## src/rtl/alu_pkg.sv

```systemverilog
// Shared definitions for the execute-stage ALU: one-hot operation bit positions
// and the operation vector type.
package alu_pkg;

  localparam int OP_W = 12;

  typedef logic [OP_W-1:0] op_t;

  localparam int OP_ADD  = 11;
  localparam int OP_SUB  = 10;
  localparam int OP_SLT  = 9;
  localparam int OP_SLTU = 8;
  localparam int OP_AND  = 7;
  localparam int OP_NOR  = 6;
  localparam int OP_OR   = 5;
  localparam int OP_XOR  = 4;
  localparam int OP_SLL  = 3;
  localparam int OP_SRL  = 2;
  localparam int OP_SRA  = 1;
  localparam int OP_LUI  = 0;

endpackage

```

## src/rtl/alu_adder.sv

```systemverilog
// Shared adder for add/sub/slt/sltu: computes a + (b or ~b) + cin and reports
// carry-out and signed overflow of that operation.
module alu_adder #(
  parameter int WIDTH = 32
) (
  input  logic [WIDTH-1:0] a,
  input  logic [WIDTH-1:0] b,
  input  logic             cin,
  input  logic             invert_b,
  output logic [WIDTH-1:0] sum,
  output logic             cout,
  output logic             ovf
);

  logic [WIDTH-1:0] b_eff;
  logic [WIDTH:0]   full;

  always_comb begin
    b_eff = invert_b ? ~b : b;
    full  = {1'b0, a} + {1'b0, b_eff} + {{WIDTH{1'b0}}, cin};
    sum   = full[WIDTH-1:0];
    cout  = full[WIDTH];
    // Overflow: both addends share a sign that the sum does not.
    ovf   = (a[WIDTH-1] == b_eff[WIDTH-1]) && (sum[WIDTH-1] != a[WIDTH-1]);
  end

endmodule

```

## src/rtl/alu_total.sv

```systemverilog
// Registered 32-bit integer ALU with a 12-bit one-hot operation select; every
// selected result is masked by its op bit and the terms are OR-ed together.
module alu_total
  import alu_pkg::*;
#(
  parameter int WIDTH = 32
) (
  input  logic             clk,
  input  logic             resetn,
  input  op_t              op,
  input  logic [WIDTH-1:0] in0,
  input  logic [WIDTH-1:0] in1,
  output logic [WIDTH-1:0] out
);

  localparam int SH_W = $clog2(WIDTH);

  logic             use_sub;
  logic [WIDTH-1:0] sum;
  logic             cout;
  logic             ovf;
  logic [SH_W-1:0]  shamt;
  logic [WIDTH-1:0] slt_res;
  logic [WIDTH-1:0] sltu_res;
  logic [WIDTH-1:0] sll_res;
  logic [WIDTH-1:0] srl_res;
  logic [WIDTH-1:0] sra_res;
  logic [WIDTH-1:0] lui_res;
  logic [WIDTH-1:0] out_d;
  logic [WIDTH-1:0] out_q;

  // sub, slt and sltu all need in0 - in1 from the one adder.
  assign use_sub = op[OP_SUB] | op[OP_SLT] | op[OP_SLTU];

  alu_adder #(.WIDTH(WIDTH)) u_adder (
    .a        (in0),
    .b        (in1),
    .cin      (use_sub),
    .invert_b (use_sub),
    .sum      (sum),
    .cout     (cout),
    .ovf      (ovf)
  );

  always_comb begin
    shamt    = in0[SH_W-1:0];
    // Signed less-than is the true sign of a-b; unsigned is the borrow.
    slt_res  = {{(WIDTH-1){1'b0}}, sum[WIDTH-1] ^ ovf};
    sltu_res = {{(WIDTH-1){1'b0}}, ~cout};
    sll_res  = in1 << shamt;
    srl_res  = in1 >> shamt;
    sra_res  = $unsigned($signed(in1) >>> shamt);
    lui_res  = WIDTH'(in1[15:0]) << 16;

    out_d = ({WIDTH{op[OP_ADD]}}  & sum)
          | ({WIDTH{op[OP_SUB]}}  & sum)
          | ({WIDTH{op[OP_SLT]}}  & slt_res)
          | ({WIDTH{op[OP_SLTU]}} & sltu_res)
          | ({WIDTH{op[OP_AND]}}  & (in0 & in1))
          | ({WIDTH{op[OP_NOR]}}  & ~(in0 | in1))
          | ({WIDTH{op[OP_OR]}}   & (in0 | in1))
          | ({WIDTH{op[OP_XOR]}}  & (in0 ^ in1))
          | ({WIDTH{op[OP_SLL]}}  & sll_res)
          | ({WIDTH{op[OP_SRL]}}  & srl_res)
          | ({WIDTH{op[OP_SRA]}}  & sra_res)
          | ({WIDTH{op[OP_LUI]}}  & lui_res);
  end

  always_ff @(posedge clk or negedge resetn) begin
    if (!resetn) begin
      out_q <= '0;
    end else begin
      out_q <= out_d;
    end
  end

  assign out = out_q;

endmodule

```

## config.mk

```make
export PLATFORM = sky130hd
export DESIGN_NAME = alu_total
export DESIGN_NICKNAME = d
export VERILOG_FILES = /design/src/rtl/alu_pkg.sv /design/src/rtl/alu_adder.sv /design/src/rtl/alu_total.sv
export SDC_FILE = /design/constraint.sdc
export NUM_CORES = 1
export LEC_CHECK = 0
export ABC_AREA = 0
export CAP_MARGIN = 25
export CORE_MARGIN = 1.5
export CORE_UTILIZATION = 55
export DETAILED_ROUTE_END_ITERATION = 12
export GPL_TIMING_DRIVEN = 0
export PLACE_DENSITY = 0.79
export SLEW_MARGIN = 5
export SYNTH_ARGS = -nofsm -noshare
export SYNTH_HDL_FRONTEND = slang
export SYNTH_SLANG_ARGS = --single-unit
```

## constraint.sdc

```tcl
create_clock -name clk -period 0.8 [get_ports clk]
set_input_delay 0.08 -clock clk [delete_from_list [all_inputs] [get_ports clk]]
set_output_delay 0.08 -clock clk [all_outputs]
set_load 0.03 [all_outputs]
```

==> flow_metrics.tcl, run 1 <==
set metrics [dict create \
    status "did not finish" \
    haltStage "global routing" \
    error "[ERROR GRT-0116] Global routing finished with congestion. Check the congestion regions in the DRC Viewer." \
    synth.avg_cell_area_sq_um 8.03 \
    synth_nets 1285 \
    synthDistinctLibCells 75 \
    ys_seq_elements 32 \
    post-dp-hpwl_microns 35700 \
    seq_area_frac_synth_pct 9.03 \
    synth-main-ff-cell "dfrtp_1" \
    die_height_microns 130 \
    gp_congestion 1.22 \
    grt_pass1_vias 13500 \
    yosys_warnings 0 \
    grt_max_degree 33 \
    overflow 2 \
    dpl_cell_area_sq_mm 0.0105 \
    place.port_buffers 108 \
    initial_core_util_pct 56.0 \
    yosys.area.top_type "mux4_2" \
    syn_area_sq_mm 0.00887 \
    cts_sinks 32 \
    synth_area_leaders "mux4_2 (15%), ha_1 (14%), dfrtp_1 (9.0%), mux2i_1 (6.7%), nor2_1 (5.0%)" \
    synth_edf_count 0 \
    die_x_microns 130 \
    track_usage_pct 71.2 \
    ioPinCount 110 \
    htree_levels 2 \
    num_rows 46 \
    root_buffer "clkbuf_16" \
    max-clock-path-buffers 2 \
    async_flop_share_pct 100 \
    numCtsBuffers 5 \
    grt_pass1_wl_microns 87000 \
    synth_top_area_share_pct 15.0 \
    syn-instance-count 1105 \
]
[cell usage after synthesis (all sizes together) (3+ instances only)]
cell type	instances
nor2	118
ha	101
clkbuf	78
a21oi	77
inv	74
nand2	60
mux2i	59
mux4	59
o21ai	54
xnor2	41
nor3	37
dfrtp	32
buf	29
nand3	23
mux2	20
a221oi	18
a222oi	15
o22ai	14
nand4	13
o21a	13
a211oi	11
a22oi	10
a31oi	10
a21o	9
nor2b	9
o311ai	9
o31ai	9
o2111ai	8
o211ai	8
o221ai	8
or2	7
and3	6
o21bai	6
or3	6
a221o	5
nand2b	5
xor2	4
a2111o	3
a31o	3
and2	3
nor4	3
[timing repair]
action	4_1_cts
endpoints found under the setup margin	64
gates cloned	3
pin swaps	47
setup buffers	84
gates resized for setup	584
hold endpoints to repair	32
[metal layers]
metal / GRT usage [%] / overflow
met1: 73.4 / 0
met5: 30.0 / 0
met4: 66.7 / 1
met3: 55.2 / 0
met2: 87.1 / 1
[cells by family after synthesis]
family / synth area share (%)
compound gates: 24.4
flops: 9.03
buf+inv: 8.20
fa+ha+maj: 14.5
mux: 24.3
simple gates: 15.2
xor+xnor: 4.44
[metrics by stage]
| stage | cells | worst slack, ps | TNS (ps) | hold WS, ps | utilization [%] |
|---|---|---|---|---|---|
| after floorplan | 1105 | -1810 | -47220 | -216 | - |
| after global placement | 1429 | -3070 | -126350 | 828 | 66.4 |
| after detailed placement | 1429 | -3110 | -95060 | 196 | 66.4 |
| after CTS | 1520 | -1920 | -54670 | -116 | 79.6 |
==> run 2: changes to the inputs <==
--- a/config.mk
+++ b/config.mk
@@ -8,10 +8,10 @@
 export ABC_AREA = 0
 export CAP_MARGIN = 25
 export CORE_MARGIN = 1.5
-export CORE_UTILIZATION = 55
+export CORE_UTILIZATION = 40
 export DETAILED_ROUTE_END_ITERATION = 12
 export GPL_TIMING_DRIVEN = 0
-export PLACE_DENSITY = 0.79
+export PLACE_DENSITY_LB_ADDON = 0.15
 export SLEW_MARGIN = 5
 export SYNTH_ARGS = -nofsm -noshare
 export SYNTH_HDL_FRONTEND = slang
==> flow_metrics.tcl, run 2 <==
set metrics [dict create \
    synthAdderAreaFrac_pct 14.5 \
    swShare_pct 49.8 \
    status "complete, but fails checks" \
    post-dp-hpwl_microns 39800 \
    met3_usage_pct 15.6 \
    grt_pass1_vias 11200 \
    dpl_cell_area_sq_mm 0.0106 \
    yosys_warnings 0 \
    vdd_ir_drop_max_uv 973 \
    rsz0062_at_grt "true" \
    layoutNonFillerInstCount 1619 \
    via_count 11600 \
    multi_input_area_sq_mm 0.00853 \
    end_kind "flop" \
    synth.avg_cell_area_sq_um 8.03 \
    cts_tree "done" \
    power_frac_seq_pct 12.0 \
    num_rows 54 \
    root_buffer "clkbuf_16" \
    synth_nets 1285 \
    hold_ws_ps -116 \
    final_util_pct 61.3 \
    busiest_layer "met2" \
    vias_per_cell 7.19 \
    largest_reg_flops 32 \
    slew_headroom_pct 38.9 \
    dieArea_sq_mm 0.0231 \
    critPathArrivalTime_ps 2920 \
    max-clock-path-buffers 2 \
    syn-instance-count 1105 \
    cts_sinks 32 \
    final_cell_mix "nor2_1 (110), buf_4 (95), ha_1 (90)" \
    power_uw 15500 \
    synthTopCellsByCount "nor2_1 (118), ha_1 (101), clkbuf_1 (77), a21oi_1 (76), inv_1 (72)" \
    drtIter0Drc 1636 \
    synth-main-ff-cell "dfrtp_1" \
    finalHoldViolCount 32 \
    placed_cells 1493 \
    clk_pin_slew_ps 70 \
    die_x_microns 152 \
    ys_seq_elements 32 \
    gp_congestion 1.10 \
    crit_type "input port to flop" \
    async_flop_share_pct 100 \
    yosys.area.top_type "mux4_2" \
    synth_top_area_share_pct 15.0 \
    layout_min_cycle_time_ps 2760 \
    synth_most_common_cell "nor2_1" \
    seq_area_frac_synth_pct 9.03 \
    final_common_cell "nor2_1" \
    fin_crit_sh_pct 345 \
    nets 1517 \
    core-area_sq_mm 0.0218 \
    cp-start-kind "input port" \
    synth-simple-area-share_pct 15.2 \
    power_switching_uw 7730 \
    grt_pass1_wl_microns 77500 \
    drv_cap 0 \
    crit_fanout 7 \
    crit_required_ps 960 \
    ioPinCount 110 \
    synth_top_family_by_area "compound AO/OA/AOI/OAI gates" \
    min_path_type "input port to async pin" \
    fin_area_sq_mm 0.0133 \
    leakage_uw 0.00544 \
    syn_to_final_growth_pct 50.3 \
    grt_max_degree 33 \
    htree_levels 2 \
    postRouteAntennaNets 0 \
    synthDistinctLibCells 75 \
    track_usage_pct 45.9 \
    synth.area.mux_share_pct 24.3 \
    overflow 0 \
    synth_xor_area_share_pct 4.44 \
    worst_slew_pin_slew_ps 916 \
    die_height_microns 152 \
    synth_area_leaders "mux4_2 (15%), ha_1 (14%), dfrtp_1 (9.0%), mux2i_1 (6.7%), nor2_1 (5.0%)" \
    use_met2_pct 67.4 \
    internal-power_uw 7780 \
    wire_per_inst_microns 34.3 \
    drt_wl_total_microns 55500 \
    synth_edf_count 0 \
    drc_errors 0 \
    synth-compound-area-share_pct 24.4 \
    place_ws_ps -3110 \
    drive_gt1_share_pct 39.2 \
    initial_core_util_pct 40.8 \
    drv_slew 0 \
    violations "hold timing, setup timing" \
    firstDrtPassIters 8 \
    power_density_mw_per_mm2 1160 \
    fin_ws_ps -1960 \
    syn_area_sq_mm 0.00887 \
    clockPowerShare_pct 13.8 \
    finalSetupViolCount 64 \
    layout.area.seq_sq_um 801 \
    numCtsBuffers 5 \
    place.port_buffers 108 \
    antenna_found_initial 5 \
    nFillCells 1873 \
    fmax_mhz 362 \
    use_met1_pct 56.9 \
    comb_power_share_pct 74.2 \
]
-- run 2: cell counts after synthesis --
Identical to the previous run, type by type.
-- run 2: final cells by class --
class / count / share of cell area [%]
timing repair buffer: 232 / 16.7
antenna: 1 / 0.0188
inverter: 74 / 2.23
clock buffer: 7 / 1.07
sequential: 32 / 6.01
multi-input combinational: 892 / 64.0
tap: 280 / 2.63
buffer: 100 / 7.34
clock inverter: 1 / 0.0563
-- run 2: worst max-delay path, stage by stage --
cell and delay [ps]:
buf_8 100, nor3_4 210, buf_12 160, buf_12 140, xnor2_2 120, ha_1 270
buf_4 170, and3b_1 210, a221oi_4 410, o221ai_4 200, a21oi_2 230, buf_4 170
xnor2_4 100, a221o_1 340
-- run 2: per-stage QoR --
stage,hold WS [ps],setup TNS [ps]
after global placement,899,-135340
after detailed placement,222,-97150
after floorplan,-216,-47220
after global routing,-56.6,-62130
final,-116,-59450
after CTS,-93.4,-54780
-- run 2: worst max-delay path by stage --
stage	slack (ps)	end	start
3_5_place_dp	-3110	out[20]	in0[1]
3_3_place_gp	-3150	out[30]	in0[0]
6_report	-1960	out[9]	op[8]
2_1_floorplan	-1810	out[26]	op[8]
4_1_cts	-1900	out[26]	op[9]
5_1_grt	-2020	out[26]	op[8]
-- run 2: repair_timing --
| item | CTS | global route |
|---|---|---|
| hold endpoints to repair | 32 | 32 |
| cloned | 2 | 0 |
| buffers inserted | 107 | 19 |
| endpoints found under the setup margin | 64 | 64 |
| resized for setup | 649 | 72 |
| pin swaps | 56 | 34 |
-- run 2: cell families (layout without fill, tap and decap cells) --
group	Yosys count	in the layout
AOI/OAI and AO/OA	311	311
xor gates and xnor gates	45	45
muxes	138	138
DFF	32	32
adders and majority gates	102	102
buffers and inverters	181	414
other	0	1
and+or+nand+nor	296	296
-- run 2: power by group through the flow --
| stage | sequential (uW) | combinational, uW | clock (uW) |
|---|---|---|---|
| finish | 1860 | 11500 | 2150 |
| global route | 1870 | 11800 | 2210 |
| CTS | 1860 | 10400 | 2140 |
| detailed placement | 1850 | 8450 | 0 |
| global placement | 1850 | 8480 | 0 |
| floorplan | 2190 | 4900 | 0 |
-- run 2: routing by layer --
metal  share of wire, %  routed length (microns)
met1                 35                    19400
met2                 41                    22900
met3                 15                     8180
met4                9.0                     5010
met5              0.054                       30
Power figures use the tool's default switching activity.
==> run 3: changes to the inputs <==
--- a/config.mk
+++ b/config.mk
@@ -12,6 +12,7 @@
 export DETAILED_ROUTE_END_ITERATION = 12
 export GPL_TIMING_DRIVEN = 0
 export PLACE_DENSITY_LB_ADDON = 0.15
+export SETUP_SLACK_MARGIN = 0.2
 export SLEW_MARGIN = 5
 export SYNTH_ARGS = -nofsm -noshare
 export SYNTH_HDL_FRONTEND = slang
==> flow_metrics.tcl, run 3 (same netlist as run 2, synthesis figures left out) <==
set metrics [dict create \
    vdd_ir_drop_max_uv 854 \
    crit_type "input port to flop" \
    die_x_microns 152 \
    violations "hold timing, setup timing" \
    min_path_type "input port to async pin" \
    fin_crit_sh_pct 347 \
    place_ws_ps -3110 \
    drc_errors 0 \
    fmax_mhz 360 \
    grt_max_degree 33 \
    cp-start-kind "input port" \
    syn_to_final_growth_pct 50.6 \
    ioPinCount 110 \
    fin_area_sq_mm 0.0134 \
    worst_slew_pin_slew_ps 931 \
    post-dp-hpwl_microns 39800 \
    drv_cap 0 \
    clk_pin_slew_ps 70 \
    firstDrtPassIters 6 \
    end_kind "flop" \
    power_density_mw_per_mm2 1170 \
    drive_gt1_share_pct 38.7 \
    cts_tree "done" \
    drt_wl_total_microns 55500 \
    grt_pass1_wl_microns 77400 \
    num_rows 54 \
    via_count 11700 \
    numCtsBuffers 5 \
    largest_reg_flops 32 \
    crit_fanout 7 \
    htree_levels 2 \
    critPathArrivalTime_ps 2950 \
    hold_ws_ps -117 \
    initial_core_util_pct 40.8 \
    final_common_cell "nor2_1" \
    path_delay_family "compound AO/OA/AOI/OAI gates" \
    fin_ws_ps -1980 \
    dieArea_sq_mm 0.0231 \
    grt_pass1_vias 11100 \
    gp_congestion 1.10 \
    antenna_found_initial 6 \
    vias_per_cell 7.21 \
    finalSetupViolCount 64 \
    cp_slowest_stage_delay_ps 360 \
    nets 1519 \
    postRouteAntennaNets 0 \
    cp_slowest_cell "o31ai_4" \
    status "complete, but fails checks" \
    slew_headroom_pct 37.3 \
    placed_cells 1493 \
    wire_per_inst_microns 34.2 \
    crit_required_ps 970 \
    place.port_buffers 108 \
    die_height_microns 152 \
    power_uw 15600 \
    drv_slew 0 \
    path_cells "buf_8 -> nor3_4 -> buf_12 -> buf_12 -> xnor2_2 -> ha_1 -> and2b_2 -> o31ai_4 -> a211oi_4 -> buf_6 -> o2111ai_4 -> a21oi_2 -> mux2i_2 -> a221o_1" \
    nFillCells 1863 \
    final_cell_mix "nor2_1 (110), ha_1 (92), buf_4 (84)" \
    finalHoldViolCount 32 \
    overflow 0 \
    max-clock-path-buffers 2 \
    layout_min_cycle_time_ps 2780 \
    leakage_uw 0.00543 \
    critPathBufInv 4 \
    rsz0062_at_grt "true" \
    cts_sinks 32 \
    drtIter0Drc 1717 \
    track_usage_pct 45.9 \
    path_common_cell "buf_12" \
    core-area_sq_mm 0.0218 \
    layoutNonFillerInstCount 1621 \
    dpl_cell_area_sq_mm 0.0106 \
    root_buffer "clkbuf_16" \
]
[run 3: cell count changes in the layout (fill, tap and decap cells not counted), moves of 3 or more]
cell and delta:
buf_4 -11, buf_6 +4, clkbuf_8 +4, dlygate4sd2_1 +4, clkbuf_2 -3, nor3_1 +3
nor3_2 -3
[run 3: area by class of cell]
cell class | instances | area [sq um] | area share [%]
multi-input combinational | 892 | 8510 | 63.7
timing repair buffer | 228 | 2250 | 16.9
buffer | 106 | 992 | 7.43
sequential | 32 | 801 | 6.00
tap | 280 | 350 | 2.62
inverter | 74 | 298 | 2.23
clock buffer | 7 | 143 | 1.07
clock inverter | 1 | 7.51 | 0.0562
antenna | 1 | 2.50 | 0.0187
[run 3: timing repair]
action                                  CTS  global route
cloned                                    2             0
resized for setup                       655            52
endpoints found under the hold margin    32            32
endpoints found under the setup margin   64            64
pin swaps                                56            32
setup buffers                           107            11
[run 3: power by group]
part / leakage (uW) / internal, uW / switching [uW] / total, uW
registers: 0.000301 / 1780 / 77.0 / 1860
clock network: 0.0000701 / 1250 / 916 / 2160
logic: 0.00506 / 4810 / 6770 / 11600
[run 3: stage by stage]
step | util (%) | setup TNS [ps]
3_5_place_dp | 48.6 | -97150
3_3_place_gp | 48.7 | -135340
5_1_grt | 61.4 | -62610
6_report | 61.4 | -60030
4_1_cts | 59.9 | -54770
2_1_floorplan | - | -47220
[run 3: metal layers]
metal  share of wire (%)  track usage [%]  vias to the layer above
met5               0.058                0                        -
met4                 8.7             28.8                        6
met3                  14             15.1                      319
met2                  42             68.4                     1089
met1                  36             57.1                     5626
li1                    -                -                     4651
[run 3: final timing paths]
check,endpoint,startpoint,depth (start not counted),slack [ps]
worst min-delay path,out[16],resetn,1,-120
max in group asynchronous,out[6],resetn,1,380
min in group clk,out[0],op[8],4,260
worst max-delay path,out[26],op[8],14,-1980
